<file path="src/rtl/core_pkg.sv">
// -----------------------------------------------------------------------------
// core_pkg
// Shared core-wide definitions: bus widths, the read arbiter state encoding and
// the AXI4-lite ARPROT attributes used for data and instruction reads.
// No ports (package).
// -----------------------------------------------------------------------------
package core_pkg;

    localparam int unsigned ADDR_WIDTH = 32;
    localparam int unsigned DATA_WIDTH = 32;

    // Read arbiter control states: wait for a request, drive the address
    // phase, then pass the single outstanding response through.
    typedef enum logic [1:0] {
        ARB_IDLE = 2'b00,
        ARB_ADDR = 2'b01,
        ARB_DATA = 2'b10
    } arb_state_t;

    // ARPROT[2] marks an instruction access; data reads are unprivileged,
    // secure, data.
    localparam logic [2:0] ARPROT_DATA  = 3'b000;
    localparam logic [2:0] ARPROT_INSTR = 3'b100;

endpackage : core_pkg

</file>
<file path="src/rtl/axil_read_arbiter_grant_select.sv">
// -----------------------------------------------------------------------------
// arb_grant_select
// Combinational grant policy for the two-way read arbiter. Index 0 is the load
// path, index 1 is instruction fetch.
//
// Configuration macro: AXIL_ARB_ROUND_ROBIN_EN
//   defined   - round robin: on a tie the requester that was not served last
//               wins; a lone request is granted directly.
//   undefined - fixed priority: the load path always wins; last_grant ignored.
//
// Ports:
//   req[1:0]    in   request vector {fetch, load}
//   last_grant  in   index of the requester served most recently
//   gnt_valid   out  at least one request is present
//   gnt_idx     out  index of the selected requester
// -----------------------------------------------------------------------------
module arb_grant_select (
    input  logic [1:0] req,
    input  logic       last_grant,
    output logic       gnt_valid,
    output logic       gnt_idx
);

    assign gnt_valid = |req;

`ifdef AXIL_ARB_ROUND_ROBIN_EN
    // On a tie the turn passes away from whoever was served last; otherwise
    // the only active requester is chosen.
    assign gnt_idx = (&req) ? ~last_grant : req[1];
`else
    // Load path has strict priority; fetch only wins when it is alone.
    assign gnt_idx = ~req[0] & req[1];

    logic unused_last_grant;
    assign unused_last_grant = last_grant;
`endif

endmodule : arb_grant_select

</file>
<file path="src/rtl/axil_read_arbiter.sv">
// -----------------------------------------------------------------------------
// axil_read_arbiter
// Shares one AXI4-lite read master channel between the load path (s0) and the
// instruction fetch unit (s1). One transaction is outstanding at a time: a
// request is accepted in ARB_IDLE, its address is replayed on the master AR
// channel in ARB_ADDR, and the response is passed straight through to the
// granted requester in ARB_DATA. rdata/rresp are broadcast; only rvalid is
// steered. After every response the arbiter spends one cycle in ARB_IDLE.
//
// Configuration macro: AXIL_ARB_ROUND_ROBIN_EN (see arb_grant_select) selects
// round-robin instead of fixed load-path priority.
//
// Ports:
//   clk, rst                 clock, synchronous active-low reset
//   s0_ar*/s0_r*             load-path AXI4-lite read slave port
//   s1_ar*/s1_r*             instruction-fetch AXI4-lite read slave port
//   m_araddr/m_arprot        master read address and protection
//   m_arvalid/m_arready      master address handshake
//   m_rdata/m_rresp          master read data and response code
//   m_rvalid/m_rready        master response handshake
// -----------------------------------------------------------------------------
module axil_read_arbiter
    import core_pkg::*;
#(
    parameter int unsigned ADDR_W = ADDR_WIDTH,
    parameter int unsigned DATA_W = DATA_WIDTH
) (
    input  logic              clk,
    input  logic              rst,

    input  logic [ADDR_W-1:0] s0_araddr,
    input  logic              s0_arvalid,
    output logic              s0_arready,
    output logic [DATA_W-1:0] s0_rdata,
    output logic [1:0]        s0_rresp,
    output logic              s0_rvalid,
    input  logic              s0_rready,

    input  logic [ADDR_W-1:0] s1_araddr,
    input  logic              s1_arvalid,
    output logic              s1_arready,
    output logic [DATA_W-1:0] s1_rdata,
    output logic [1:0]        s1_rresp,
    output logic              s1_rvalid,
    input  logic              s1_rready,

    output logic [ADDR_W-1:0] m_araddr,
    output logic [2:0]        m_arprot,
    output logic              m_arvalid,
    input  logic              m_arready,
    input  logic [DATA_W-1:0] m_rdata,
    input  logic [1:0]        m_rresp,
    input  logic              m_rvalid,
    output logic              m_rready
);

    arb_state_t        state_q;
    arb_state_t        state_d;
    logic              grant_q;
    logic              last_grant_q;
    logic [ADDR_W-1:0] addr_q;
    logic [2:0]        arprot_q;

    logic              gnt_valid;
    logic              gnt_idx;
    logic              accept;
    logic              complete;
    logic              granted_rready;

    arb_grant_select u_grant_select (
        .req        ({s1_arvalid, s0_arvalid}),
        .last_grant (last_grant_q),
        .gnt_valid  (gnt_valid),
        .gnt_idx    (gnt_idx)
    );

    // -------------------------------------------------------------------------
    // State register
    // -------------------------------------------------------------------------
    // NOTE: state is updated with non-blocking assignments so every flop in
    // the design samples its inputs from the same pre-edge values.
    always_ff @(posedge clk) begin
        if (!rst) begin
            state_q <= ARB_IDLE;
        end else begin
            state_q <= state_d;
        end
    end

    // -------------------------------------------------------------------------
    // Next state and handshake outputs
    // -------------------------------------------------------------------------
    assign granted_rready = grant_q ? s1_rready : s0_rready;

    // NOTE: every output of this block gets a default before the case so no
    // path leaves a variable unassigned and no latch is inferred.
    always_comb begin
        state_d    = state_q;
        accept     = 1'b0;
        complete   = 1'b0;
        s0_arready = 1'b0;
        s1_arready = 1'b0;
        m_arvalid  = 1'b0;
        m_rready   = 1'b0;
        s0_rvalid  = 1'b0;
        s1_rvalid  = 1'b0;

        case (state_q)
            ARB_IDLE: begin
                if (gnt_valid) begin
                    accept     = 1'b1;
                    s0_arready = ~gnt_idx;
                    s1_arready = gnt_idx;
                    state_d    = ARB_ADDR;
                end
            end
            ARB_ADDR: begin
                m_arvalid = 1'b1;
                if (m_arready) begin
                    state_d = ARB_DATA;
                end
            end
            ARB_DATA: begin
                m_rready  = granted_rready;
                s0_rvalid = ~grant_q & m_rvalid;
                s1_rvalid = grant_q & m_rvalid;
                if (m_rvalid && granted_rready) begin
                    complete = 1'b1;
                    state_d  = ARB_IDLE;
                end
            end
            default: begin
                state_d = ARB_IDLE;
            end
        endcase

        // While reset is asserted no handshake may complete on either side:
        // anything in flight is abandoned and the bus is reset with us.
        if (!rst) begin
            accept     = 1'b0;
            complete   = 1'b0;
            s0_arready = 1'b0;
            s1_arready = 1'b0;
            m_arvalid  = 1'b0;
            m_rready   = 1'b0;
            s0_rvalid  = 1'b0;
            s1_rvalid  = 1'b0;
        end
    end

    // -------------------------------------------------------------------------
    // Request capture and grant history
    // -------------------------------------------------------------------------
    // last_grant resets to the fetch unit so the first tie under round robin
    // goes to the load path.
    always_ff @(posedge clk) begin
        if (!rst) begin
            grant_q      <= 1'b0;
            last_grant_q <= 1'b1;
            addr_q       <= '0;
            arprot_q     <= ARPROT_DATA;
        end else begin
            if (accept) begin
                grant_q  <= gnt_idx;
                addr_q   <= gnt_idx ? s1_araddr : s0_araddr;
                arprot_q <= gnt_idx ? ARPROT_INSTR : ARPROT_DATA;
            end
            if (complete) begin
                last_grant_q <= grant_q;
            end
        end
    end

    // Address and protection come straight from the capture registers, so
    // they are stable for the whole address phase regardless of m_arready.
    assign m_araddr = addr_q;
    assign m_arprot = arprot_q;

    // Response payload is broadcast; only rvalid identifies the recipient.
    assign s0_rdata = m_rdata;
    assign s1_rdata = m_rdata;
    assign s0_rresp = m_rresp;
    assign s1_rresp = m_rresp;

endmodule : axil_read_arbiter

</file>
<file path="config.mk">
export PLATFORM = sky130hd
export DESIGN_NAME = axil_read_arbiter
export DESIGN_NICKNAME = d
export VERILOG_FILES = /design/src/rtl/core_pkg.sv /design/src/rtl/axil_read_arbiter_grant_select.sv /design/src/rtl/axil_read_arbiter.sv
export SDC_FILE = /design/constraint.sdc
export NUM_CORES = 1
export LEC_CHECK = 0
export BUFFER_PORTS_ARGS = -buffer_cell sky130_fd_sc_hd__clkbuf_2
export CORE_ASPECT_RATIO = 1.2
export CORE_UTILIZATION = 34
export CTS_CLUSTER_DIAMETER = 40
export DETAILED_ROUTE_END_ITERATION = 12
export PLACE_DENSITY = 0.84
export RECOVER_POWER = 25
export SLEW_MARGIN = 0
export SYNTH_ARGS = -nofsm -noshare
export SYNTH_HDL_FRONTEND = slang
export SYNTH_SLANG_ARGS = --single-unit
</file>
<file path="constraint.sdc">
create_clock -name clk -period 1.7 [get_ports clk]
set_input_delay 0 -clock clk [delete_from_list [all_inputs] [get_ports clk]]
set_output_delay 0 -clock clk [all_outputs]
set_load 0.01 [all_outputs]
</file>
* Yosys cells after proc, flatten, opt, wreduce, memory -nomap -nowiden *
Cells that the tools add are included.

storage, ports and cells
  register bits after elaboration = 38
  input port bits = 106
  output and inout port bits = 109
  logic and storage cells = 43

cells by class
  eq/ne operators = 5
  mux-type cells = 24
  bitwise gates (word level) = 6
  reduce and logical (&&, ||, !) cells = 4

operators with widths
  operator            count
  $mux 32             1
  $mux 1              18
  $mux 2              3
  $ne 2x2->1 const B  3
  $pmux 2 s3          1
  $and 1x1->1         3
  $mux 3              1
  $not 1->1           3
  $reduce_and 3->1    1
  $eq 2x1->1 const B  1
  $eq 2x2->1 const B  1
  $logic_not 2->1     1
  $reduce_or 2->1     1
  $logic_and 1x1->1   1

* Logic depth before layout (Yosys ltp) *
Gate-level depths: netlist of run 1.

  depth in word-level cells = 6
  depth in mapped cells = 6
  gate-level depth less buffers = 3

* Hierarchy *
From an unflattened synthesis of run 1, not the netlist that was laid out.

unflattened totals
  cells, all modules = 242
  area total of the unflattened synthesis = 2307.2 µm²

by module, submodules not included
  module             instances  cells each  area an instance (µm²)  seq. area each (µm²)
  axil_read_arbiter  1          240         2294.7                  720.7
  arb_grant_select   1          2           12.5                    0.0

* Least setup slack after synthesis of run 1 *
Ideal clock, no wire load.

  path type = register to register
  from = register state_q[0]
  to = register addr_q[10] (netlist: m_araddr[10])
  setup time = 128 ps
  arrival = 1283 ps
  required time = 1572 ps
  slack = 290 ps
  cell stages (with the launch flop) = 7
  path buffers = 3
  period minus slack after synthesis = 1410 ps
  cells stage by stage = dfxtp_1 buf_4 or3b_1 buf_6 buf_6 o211ai_2 o21ai_1

on the way
  cells in the longest elaborated chain, start to end = 3

ends and longest elaborated chain
  what                    RTL line                  text
  start, declared         axil_read_arbiter.sv:57   arb_state_t state_q;
  start signal, assigned  axil_read_arbiter.sv:86   state_q <= state_d;
  $logic_not 2->1         axil_read_arbiter.sv:108  case (state_q)
  $mux 1                  axil_read_arbiter.sv:108
  $mux 1                  axil_read_arbiter.sv:139  if (!rst) begin
  end signal, assigned    axil_read_arbiter.sv:165  addr_q <= gnt_idx ? s1_araddr : s0_araddr;
  end, declared           axil_read_arbiter.sv:61   logic [ADDR_W-1:0] addr_q;

Every way passes these cells.
A chain may end at the register's enable or synchronous reset.

* Worst setup path after layout of run 1 *
  from = register state_q[1]
  to = output s1_arready

on the way
  cells in the longest elaborated chain, start to end = 3

ends and longest elaborated chain
  what             RTL line                  text
  $logic_not 2->1  axil_read_arbiter.sv:108
  $mux 1           axil_read_arbiter.sv:108
  $mux 1           axil_read_arbiter.sv:139
  end, declared    axil_read_arbiter.sv:41   output logic s1_arready,

Every way passes these cells.

==> results of run 1 <==
==> routing by layer <==
| layer | vias up | wire length (um) |
|---|---|---|
| li1 | 963 | - |
| met2 | 126 | 3450 |
| met3 | 28 | 607 |
| met1 | 898 | 2050 |
| met5 | - | 0 |
| met4 | 0 | 272 |
==> cell usage after synthesis (2+ instances only) <==
library cell	count	area share, %
buf_6	4	1.9
nor3b_1	2	0.64
o21ai_0	2	0.42
dfxtp_1	35	30
o211ai_1	3	0.95
buf_4	73	23
nor3_1	2	0.42
clkbuf_1	5	0.80
o21ai_1	31	6.6
nor2_1	4	0.64
buf_2	8	1.7
o211ai_2	29	15
mux2i_1	33	14
==> worst max path at each step <==
stage / start / endpoint / slack (ps) / cells after the start
after floorplan: state_q[0]$_SDFFE_PN0P_ / m_araddr[10]$_SDFFE_PN0P_ / 290 / 6
after global placement: state_q[1]$_SDFFE_PN0P_ / m_araddr[0]$_SDFFE_PN0P_ / 290 / 4
after detailed placement: state_q[1]$_SDFFE_PN0P_ / m_araddr[0]$_SDFFE_PN0P_ / 230 / 4
after CTS: state_q[1]$_SDFFE_PN0P_ / s1_arready / 90 / 4
after global routing: state_q[1]$_SDFFE_PN0P_ / s1_arready / 40 / 4
final: state_q[1]$_SDFFE_PN0P_ / s1_arready / 110 / 4
==> state kept, by name, indices dropped and copies added, names as in the netlist <==
| name | count |
|---|---|
| state_q | 2 |
| m_arprot | 1 |
| m_araddr | 32 |
==> through the flow <==
stage | setup slack (ps) | hold WS [ps]
global placement | 287 | 0.101
detailed placement | 226 | 0.101
finish | 106 | 0.00521
global route | 37.6 | 0.0171
floorplan | 290 | 91.8
CTS | 92.9 | 0.101
==> cells by family (layout without fill, tap and decap cells) <==
logic type / count (synthesis) / in the layout
buffers and inverters: 91 / 176
AO/OA/AOI/OAI: 68 / 68
flip-flops: 35 / 35
multiplexers: 33 / 33
AND/OR/NAND/NOR: 16 / 16
other: 1 / 2
==> cell type report <==
type	count	share of cell area (%)
clock inverters	1	0.166
repair buffers	167	36.4
inverters	1	0.125
multi-input cells	119	34.0
well taps	85	3.54
flip-flops and latches	35	23.3
clock buffers	7	2.54
==> repair_timing <==
action / 4_1_cts / 5_1_grt
endpoints found under the hold margin: 26 / 0
endpoints found under the setup margin: 0 / 0
gates resized for setup: 0 / 0
setup buffers: 0 / 0
hold buffers: 46 / 0
==> power groups by stage <==
stage	clock (W)	sequential, W	combinational [W]
after floorplan	0	0.00103	0.000446
after global placement	0	0.000998	0.000518
after global routing	0.000644	0.000993	0.000685
after detailed placement	0	0.00100	0.000533
after CTS	0.000598	0.000984	0.000633
final	0.000576	0.000984	0.000636
==> results.yml, run 1 <==
outcome:
  outcome: "finished clean"
yosys:
  synth_top_family_by_area: "buffers and inverters"
  synth_ff_type: "dfxtp_1"
  synth.yosys.seq_area_share_pct: 29.7
  synth_area_per_cell_um2: 9.67
  postSynthRegisterBits: 35
  fraction_of_registers_with_async_set_or_reset_after_synthesis_pct: 0
  synthDistinctLibCells: 26
  number_of_flops_mapped_to_enable_cells_by_yosys: 0
  synth_simple_gate_area_share_pct: 4.03
  netlist_area_before_placement_um2: 2360
  arithmetic_cell_share_of_the_synthesized_area_counting_full_adders_half_adders_and_majority_gates_pct: 0
  synth-xor-area-share_pct: 0
  yosysWarnings: 0
  postSynthCellCount: 244
  synth.mux.area_fraction_pct: 14.0
  synth-compound-area-share_pct: 24.3
timing:
  post-route-period-util_pct: 93.8
  setup-violations-final: 0
  timing.setup.tns_ps: 0
  min_period_ps: 1590
  slew_violations: 0
  hold_viol_final: 0
  maximum_clock_frequency_mhz: 627
  clock_skew_ps: 6.90
  grt_setup_unrepaired: "false"
cells_and_area:
  antenna_cells: 0
  layout.cells.non_filler: 415
  util_after_layout_pct: 45.8
  flow.area_growth_from_synthesis_pct: 27.4
  fin_nets: 435
  layout.cells.most_common_list: "110 x clkbuf_2, 46 x dlygate4sd3_1, 35 x dfxtp_1, 33 x mux2i_1, 30 x o21ai_1"
  stdcell_area_um2: 3010
  proportion_of_layout_cells_with_a_drive_suffix_above_1_pct: 48.5
  multi_input_comb_area_um2: 1020
  final.fill_count: 639
  area.sequential_um2: 701
  mostFrequentLayoutCell: "clkbuf_2"
power_and_ir_drop:
  relative_contribution_of_combinational_cells_to_total_power_pct: 29.0
  p_clk_share_pct: 26.2
  leakage_nw: 1.50
  share_seq_of_total_power_pct: 44.8
  ir_worst_vdd_mv: 0.289
  cellPowerDensity_nw_per_um2: 730
  report.power.total_w: 0.00220
  p_int_w: 0.00153
  sw_share_pct: 30.2
  total_switching_power_w: 0.000663
clock_tree:
  clkLatencyLatePin_ps: 280
  cts_clock_pin_slew_for_the_worst_setup_and_hold_paths_ps: 70
  tritoncts_clock_tree: "built"
  cts-root-to-sink-buffers: 2
  clock_tree.htree_level_count: 2
  clock_sink_count: 35
  cts_inserted_buffers: 5
  cts_root_buffer: "clkbuf_8"
place:
  placed_cells: 361
  port-buffer-count: 110
  place_hpwl_mm: 4.55
  place_congestion: 0.690
  placed_cell_area_um2: 2460
global_route:
  grt_start_max_net_pins: 22
  grt_first_pass_wirelength_mm: 9.43
  combined_global_route_utilization_of_all_metal_layers_pct: 16.9
  grt_use_met2_pct: 33.7
  use_met3_pct: 6.05
  global_route.overflow_total: 0
  via_count_of_the_first_global_routing_pass: 2036
  initial_antenna_violation_count: 0
  grt_most_used_layer: "met2"
  gr-usage-met1_pct: 13.4
setup_path:
  critical_path_buf_inv_count: 2
  ff2ff_path_depth: 4
  r2r_start: "state_q[1]$_SDFFE_PN0P_"
  critical_path_required_ps: 1700
  arrival_ps: 1590
  regToRegSetupSlack_ps: 210
  cp_cell_sequence: "or3b_2 > buf_4 > nor2_1 > clkbuf_2"
  r2r_end: "m_araddr[0]$_SDFFE_PN0P_"
  cp_slowest_cell: "or3b_2"
  worstPathMaxFanout: 17
  critical-path-max-stage-delay_ps: 470
  category_of_the_worst_setup_path_capture_point: "output port"
  critPathKind: "flip-flop to output port"
  crit_path_start_kind: "flip-flop"
  timing.critical_path.max_delay_family: "simple AND/OR/NAND/NOR gates"
route:
  route.antenna.remaining_nets: 0
  detailed_routing_iteration_count_for_the_pre_antenna_repair_pass: 4
  routed_wirelength_mm: 6.38
  drt_first_iter_violations: 44
  dr_total_vias: 2015
  vias_per_cell: 4.86
  wire_per_inst_um: 15.4
  remaining_drc_errors: 0
floorplan:
  die_height_um: 93.3
  row_count: 32
  die_ar_um2: 7280
  initial_utilization_pct: 35.9
  core_um2: 6570
  floorplan.die.width_um: 78.1
  io_pins: 215
job:
  max_cap_viol_count: 0
min_path:
  worstHoldPathType: "input pin to output port"
  hold_path_start: "m_rdata[9]"
  min_delay_path_depth: 0
  timing.hold.worst_endpoint: "s0_rdata[9]"
No activity file was read; power rests on OpenSTA's default activity.
==> run 2, diff against run 1 <==
Settings changed: CORE_UTILIZATION 34 to 27, PLACE_DENSITY 0.84 to 0.72, SYNTH_HIERARCHICAL set to 1.
==> results.yml, run 2 <==
route:
  vias_per_cell: 4.26
  top_layer: "met4"
  routed_wirelength_mm: 4.78
  drt_first_iter_violations: 65
  detailed_routing_wirelength_on_met1_mm: 1.83
  detailed_routing_iteration_count_for_the_pre_antenna_repair_pass: 4
  met2RoutedLength_mm: 2.38
  wire_per_inst_um: 12.1
  dr_total_vias: 1681
  remaining_drc_errors: 0
  route.antenna.remaining_nets: 0
  route.met3.wl_um: 331
setup_path:
  r2r_start: "state_q[0]$_SDFFE_PN0P_"
  critical_path_buf_inv_count: 2
  critical_path_required_ps: 1700
  critPathCapture: "s0_arready"
  cp_slowest_cell: "dfxtp_1"
  critical_path_depth: 4
  cp_cell_sequence: "and4bb_2 > buf_6 > nor2b_1 > clkbuf_2"
  arrival_ps: 1560
  crit_path_start: "state_q[0]$_SDFFE_PN0P_"
  regToRegSetupSlack_ps: 340
  timing.critical_path.max_delay_family: "simple AND/OR/NAND/NOR gates"
  critPathKind: "flip-flop to output port"
  worstPathMaxFanout: 30
  ff2ff_path_depth: 4
  critical-path-max-stage-delay_ps: 380
  category_of_the_worst_setup_path_capture_point: "output port"
  crit_path_start_kind: "flip-flop"
  r2r_end: "m_araddr[15]$_SDFFE_PN0P_"
floorplan:
  die_height_um: 102
  die_ar_um2: 8790
  io_pins: 215
  row_count: 36
  initial_utilization_pct: 27.9
  core_um2: 8150
  floorplan.die.width_um: 85.7
cells_and_area:
  mostFrequentLayoutCell: "clkbuf_2"
  layout.cells.most_common_list: "110 x clkbuf_2, 36 x nor2_1, 35 x dfxtp_1, 34 x mux2i_1, 21 x a211oi_2"
  largest_register_ffs: 32
  fin_nets: 386
  flow.area_growth_from_synthesis_pct: 11.4
  final.fill_count: 858
  proportion_of_layout_cells_with_a_drive_suffix_above_1_pct: 53.0
  antenna_cells: 0
  stdcell_area_um2: 2530
clock_tree:
  clock_tree.htree_level_count: 2
  cts_root_buffer: "clkbuf_8"
  post_cts.repair.setup_buffers: 0
  clkLatencyLatePin_ps: 280
  cts-root-to-sink-buffers: 2
  clock_sink_count: 35
  cts_clock_pin_slew_for_the_worst_setup_and_hold_paths_ps: 70
  cts_inserted_buffers: 5
  tritoncts_clock_tree: "built"
min_path:
  worstHoldPathType: "input pin to output port"
  hold_path_start: "m_rresp[1]"
timing:
  min_period_ps: 1560
  maximum_clock_frequency_mhz: 641
  setup-violations-final: 0
  clock_skew_ps: 3.07
  timing.setup.tns_ps: 0
  slew_violations: 0
  post-route-period-util_pct: 91.7
  hold_viol_final: 0
  grt_setup_unrepaired: "false"
yosys:
  postSynthCellCount: 238
  netlist_area_before_placement_um2: 2270
  synth_area_per_cell_um2: 9.55
  yosysWarnings: 6
power_and_ir_drop:
  ir_worst_vdd_mv: 0.275
  leakage_nw: 1.14
  cellPowerDensity_nw_per_um2: 853
global_route:
  global_route.overflow_total: 0
  combined_global_route_utilization_of_all_metal_layers_pct: 11.1
  grt_first_pass_wirelength_mm: 7.38
  initial_antenna_violation_count: 0
  via_count_of_the_first_global_routing_pass: 1606
  grt_start_max_net_pins: 36
outcome:
  outcome: "finished clean"
place:
  placed_cell_area_um2: 2420
  place_hpwl_mm: 3.65
  place_congestion: 0.666
  port-buffer-count: 110
job:
  max_cap_viol_count: 0
-- run 2: cell count changes in the layout (fill, tap and decap cells not counted), moves of 2 or more --
| cell | previous run | this run |
|---|---|---|
| o211ai_2 | 29 | 0 |
| dlygate4sd3_1 | 46 | 1 |
| a211oi_1 | 0 | 11 |
| buf_4 | 11 | 5 |
| clkbuf_8 | 5 | 7 |
| nor3_1 | 2 | 0 |
| a211oi_2 | 0 | 21 |
| nor2_1 | 3 | 36 |
| o21ai_1 | 30 | 0 |
| o211ai_1 | 3 | 0 |
-- run 2: timing repair --
| item | CTS | global route |
|---|---|---|
| endpoints found under the setup margin | 0 | 2 |
| hold buffers | 1 | 0 |
| gates resized for setup | 0 | 1 |
| hold endpoints to repair | 2 | 0 |
-- run 2: area by class of cell --
cell class | count | area (um^2) | area share [%]
clock buffers | 8 | 100 | 3.95
multi-input cells | 118 | 951 | 37.6
flip-flops and latches | 35 | 701 | 27.7
inverters | 2 | 7.51 | 0.297
repair buffers | 118 | 629 | 24.9
well taps | 114 | 143 | 5.64
-- run 2: power breakdown --
group          internal, W  switching, W
clock             0.000370      0.000290
combinational     0.000261      0.000283
sequential        0.000905     0.0000512
-- run 2: routing by layer --
| layer | vias up | global-route usage (%) |
|---|---|---|
| met5 | - | 0 |
| met1 | 752 | 11.1 |
| met4 | 0 | 8.85 |
| li1 | 826 | - |
| met2 | 73 | 19.9 |
| met3 | 30 | 2.80 |
-- run 2: worst min-delay path by stage --
| stage | end | slack [ps] | depth (start not counted) |
|---|---|---|---|
| after floorplan | s0_rdata[0] | 90 | 1 |
| after global placement | s0_rdata[12] | 0.1 | 0 |
| after detailed placement | s0_rdata[12] | 0.1 | 0 |
| after CTS | s0_rdata[12] | 0.1 | 0 |
| after global routing | s1_rdata[10] | 0.03 | 0 |
| final | s1_rresp[1] | 0.003 | 0 |
-- run 2: metrics by stage --
step | setup WS (ps) | util (%) | std cells | total power (W) | hold WS [ps]
2_1_floorplan | 508 | - | 239 | 0.00148 | 91.8
6_report | 140 | 31.0 | 395 | 0.00216 | 0.00327
4_1_cts | 40.8 | 31.0 | 395 | 0.00221 | 0.106
3_3_place_gp | 323 | 29.7 | 386 | 0.00151 | 0.106
5_1_grt | 34.3 | 31.0 | 395 | 0.00231 | 0.0265
3_5_place_dp | 279 | 29.7 | 386 | 0.00153 | 0.106
-- run 2: worst register-to-register path: stages, from the launching register on --
cell and delay, ps:
dfxtp_1 380, and4bb_2 340, buf_6 250, nor2_1 100, a211oi_2 200
==> run 3, diff against run 2 <==
Settings changed: CORE_UTILIZATION 27 to 25, HOLD_SLACK_MARGIN set to 0.08, PLACE_DENSITY 0.72 to 0.68.
==> results.yml, run 3 (synthesis results as in run 2) <==
setup_path:
  arrival_ps: 1580
  cp_slowest_cell: "dfxtp_1"
  category_of_the_worst_setup_path_capture_point: "output port"
  critPathKind: "flip-flop to output port"
  worstPathMaxFanout: 48
  timing.critical_path.max_delay_family: "simple AND/OR/NAND/NOR gates"
  r2r_start: "m_arprot[2]$_SDFFE_PN0P_"
  critical_path_buf_inv_count: 2
  crit_path_start_kind: "flip-flop"
  regToRegSetupSlack_ps: 210
  r2r_end: "state_q[1]$_SDFFE_PN0P_"
  critical_path_required_ps: 1700
  ff2ff_path_depth: 4
  cp_cell_sequence: "and4bb_2 > buf_12 > nor2b_1 > clkbuf_2"
  critical-path-max-stage-delay_ps: 380
cells_and_area:
  util_after_layout_pct: 37.7
  area.sequential_um2: 701
  layout.cells.most_common_list: "110 x clkbuf_2, 77 x dlygate4sd3_1, 36 x nor2_1, 35 x dfxtp_1, 34 x mux2i_1"
  multi_input_comb_area_um2: 951
  flow.area_growth_from_synthesis_pct: 44.3
  antenna_cells: 0
  final.fill_count: 876
  proportion_of_layout_cells_with_a_drive_suffix_above_1_pct: 41.3
  fin_nets: 461
  mostFrequentLayoutCell: "clkbuf_2"
  stdcell_area_um2: 3280
  largest_register_ffs: 32
timing:
  timing.setup.tns_ps: 0
  maximum_clock_frequency_mhz: 631
  hold_viol_final: 0
  slew_violations: 0
  post-route-period-util_pct: 93.2
  hold-worst-slack_ps: 73.4
  grt_setup_unrepaired: "false"
  setup-violations-final: 0
  min_period_ps: 1580
  clock_skew_ps: 3.12
route:
  detailed_routing_iteration_count_for_the_pre_antenna_repair_pass: 4
  route.antenna.remaining_nets: 0
  dr_total_vias: 2028
  remaining_drc_errors: 0
  drt_first_iter_violations: 26
  wire_per_inst_um: 12.9
  vias_per_cell: 4.29
  routed_wirelength_mm: 6.12
global_route:
  initial_antenna_violation_count: 0
  grt_first_pass_wirelength_mm: 9.09
  grt_use_met2_pct: 25.4
  combined_global_route_utilization_of_all_metal_layers_pct: 12.6
  grt_most_used_layer: "met2"
  grt_start_max_net_pins: 49
  global_route.overflow_total: 0
  use_met3_pct: 3.34
  via_count_of_the_first_global_routing_pass: 2040
  gr-usage-met1_pct: 11.8
power_and_ir_drop:
  leakage_nw: 1.45
  cellPowerDensity_nw_per_um2: 703
  ir_worst_vdd_mv: 0.327
clock_tree:
  cts_clock_pin_slew_for_the_worst_setup_and_hold_paths_ps: 70
  cts-root-to-sink-buffers: 2
  clock_tree.htree_level_count: 2
  post_cts.repair.setup_buffers: 0
  clock_sink_count: 35
  tritoncts_clock_tree: "built"
  cts_inserted_buffers: 5
  cts_root_buffer: "clkbuf_8"
  clkLatencyLatePin_ps: 280
floorplan:
  die_height_um: 106
  initial_utilization_pct: 26.1
  core_um2: 8700
  row_count: 37
  die_ar_um2: 9480
  floorplan.die.width_um: 89.0
  io_pins: 215
place:
  placed_cell_area_um2: 2430
  place_hpwl_mm: 3.78
  place_congestion: 0.696
  port-buffer-count: 110
min_path:
  min_delay_path_depth: 3
  timing.hold.worst_endpoint: "m_araddr[22]$_SDFFE_PN0P_"
  hold_path_start: "s0_araddr[22]"
  worstHoldPathType: "input pin to flip-flop"
job:
  max_cap_viol_count: 0
outcome:
  outcome: "finished clean"
[run 3: stage by stage]
step / std cells / setup slack, ps / power (W)
2_1_floorplan: 239 / 508 / 0.00148
3_3_place_gp: 388 / 408 / 0.00151
3_5_place_dp: 388 / 354 / 0.00153
4_1_cts: 472 / 107 / 0.00235
5_1_grt: 473 / 7.01 / 0.00248
6_report: 473 / 115 / 0.00230
[run 3: worst min-delay path, stage by stage]
cell and delay (ps):
clkbuf_2 80, mux2i_1 140, a211oi_1 90
[run 3: final cells by class]
| type | count | share of cell area, % |
|---|---|---|
| Tap cell | 117 | 4.47 |
| Timing Repair Buffer | 193 | 42.4 |
| Clock buffer | 7 | 2.33 |
| Multi-Input combinational cell | 118 | 29.0 |
| Clock inverter | 1 | 0.153 |
| Inverter | 2 | 0.229 |
| Sequential cell | 35 | 21.4 |
[run 3: worst max-delay path by stage]
| stage | slack, ps | cells past startpoint | from | to |
|---|---|---|---|---|
| 5_1_grt | 7 | 4 | state_q[1]$_SDFFE_PN0P_ | s0_arready |
| 6_report | 120 | 4 | state_q[0]$_SDFFE_PN0P_ | s0_arready |
| 3_5_place_dp | 350 | 4 | state_q[0]$_SDFFE_PN0P_ | m_araddr[29]$_SDFFE_PN0P_ |
| 3_3_place_gp | 410 | 4 | state_q[1]$_SDFFE_PN0P_ | m_araddr[27]$_SDFFE_PN0P_ |
| 2_1_floorplan | 510 | 4 | state_q[0]$_SDFFE_PN0P_ | m_araddr[26]$_SDFFE_PN0P_ |
| 4_1_cts | 110 | 4 | state_q[0]$_SDFFE_PN0P_ | s0_arready |
[run 3: report_power, final]
group,switching (W),total [W],internal [W]
clock network,0.000290,0.000578,0.000288
registers,0.0000522,0.000957,0.000905
logic,0.000377,0.000770,0.000393
[run 3: timing repair]
| action | 4_1_cts | 5_1_grt |
|---|---|---|
| hold buffers | 76 | 1 |
| gates resized for setup | 0 | 0 |
| endpoints found under the hold margin | 92 | 1 |
[run 3: metal layers]
layer	vias to the layer above	routed length [um]
li1	976	-
met1	908	2100
met2	133	3450
met3	11	470
met4	0	99
met5	-	0
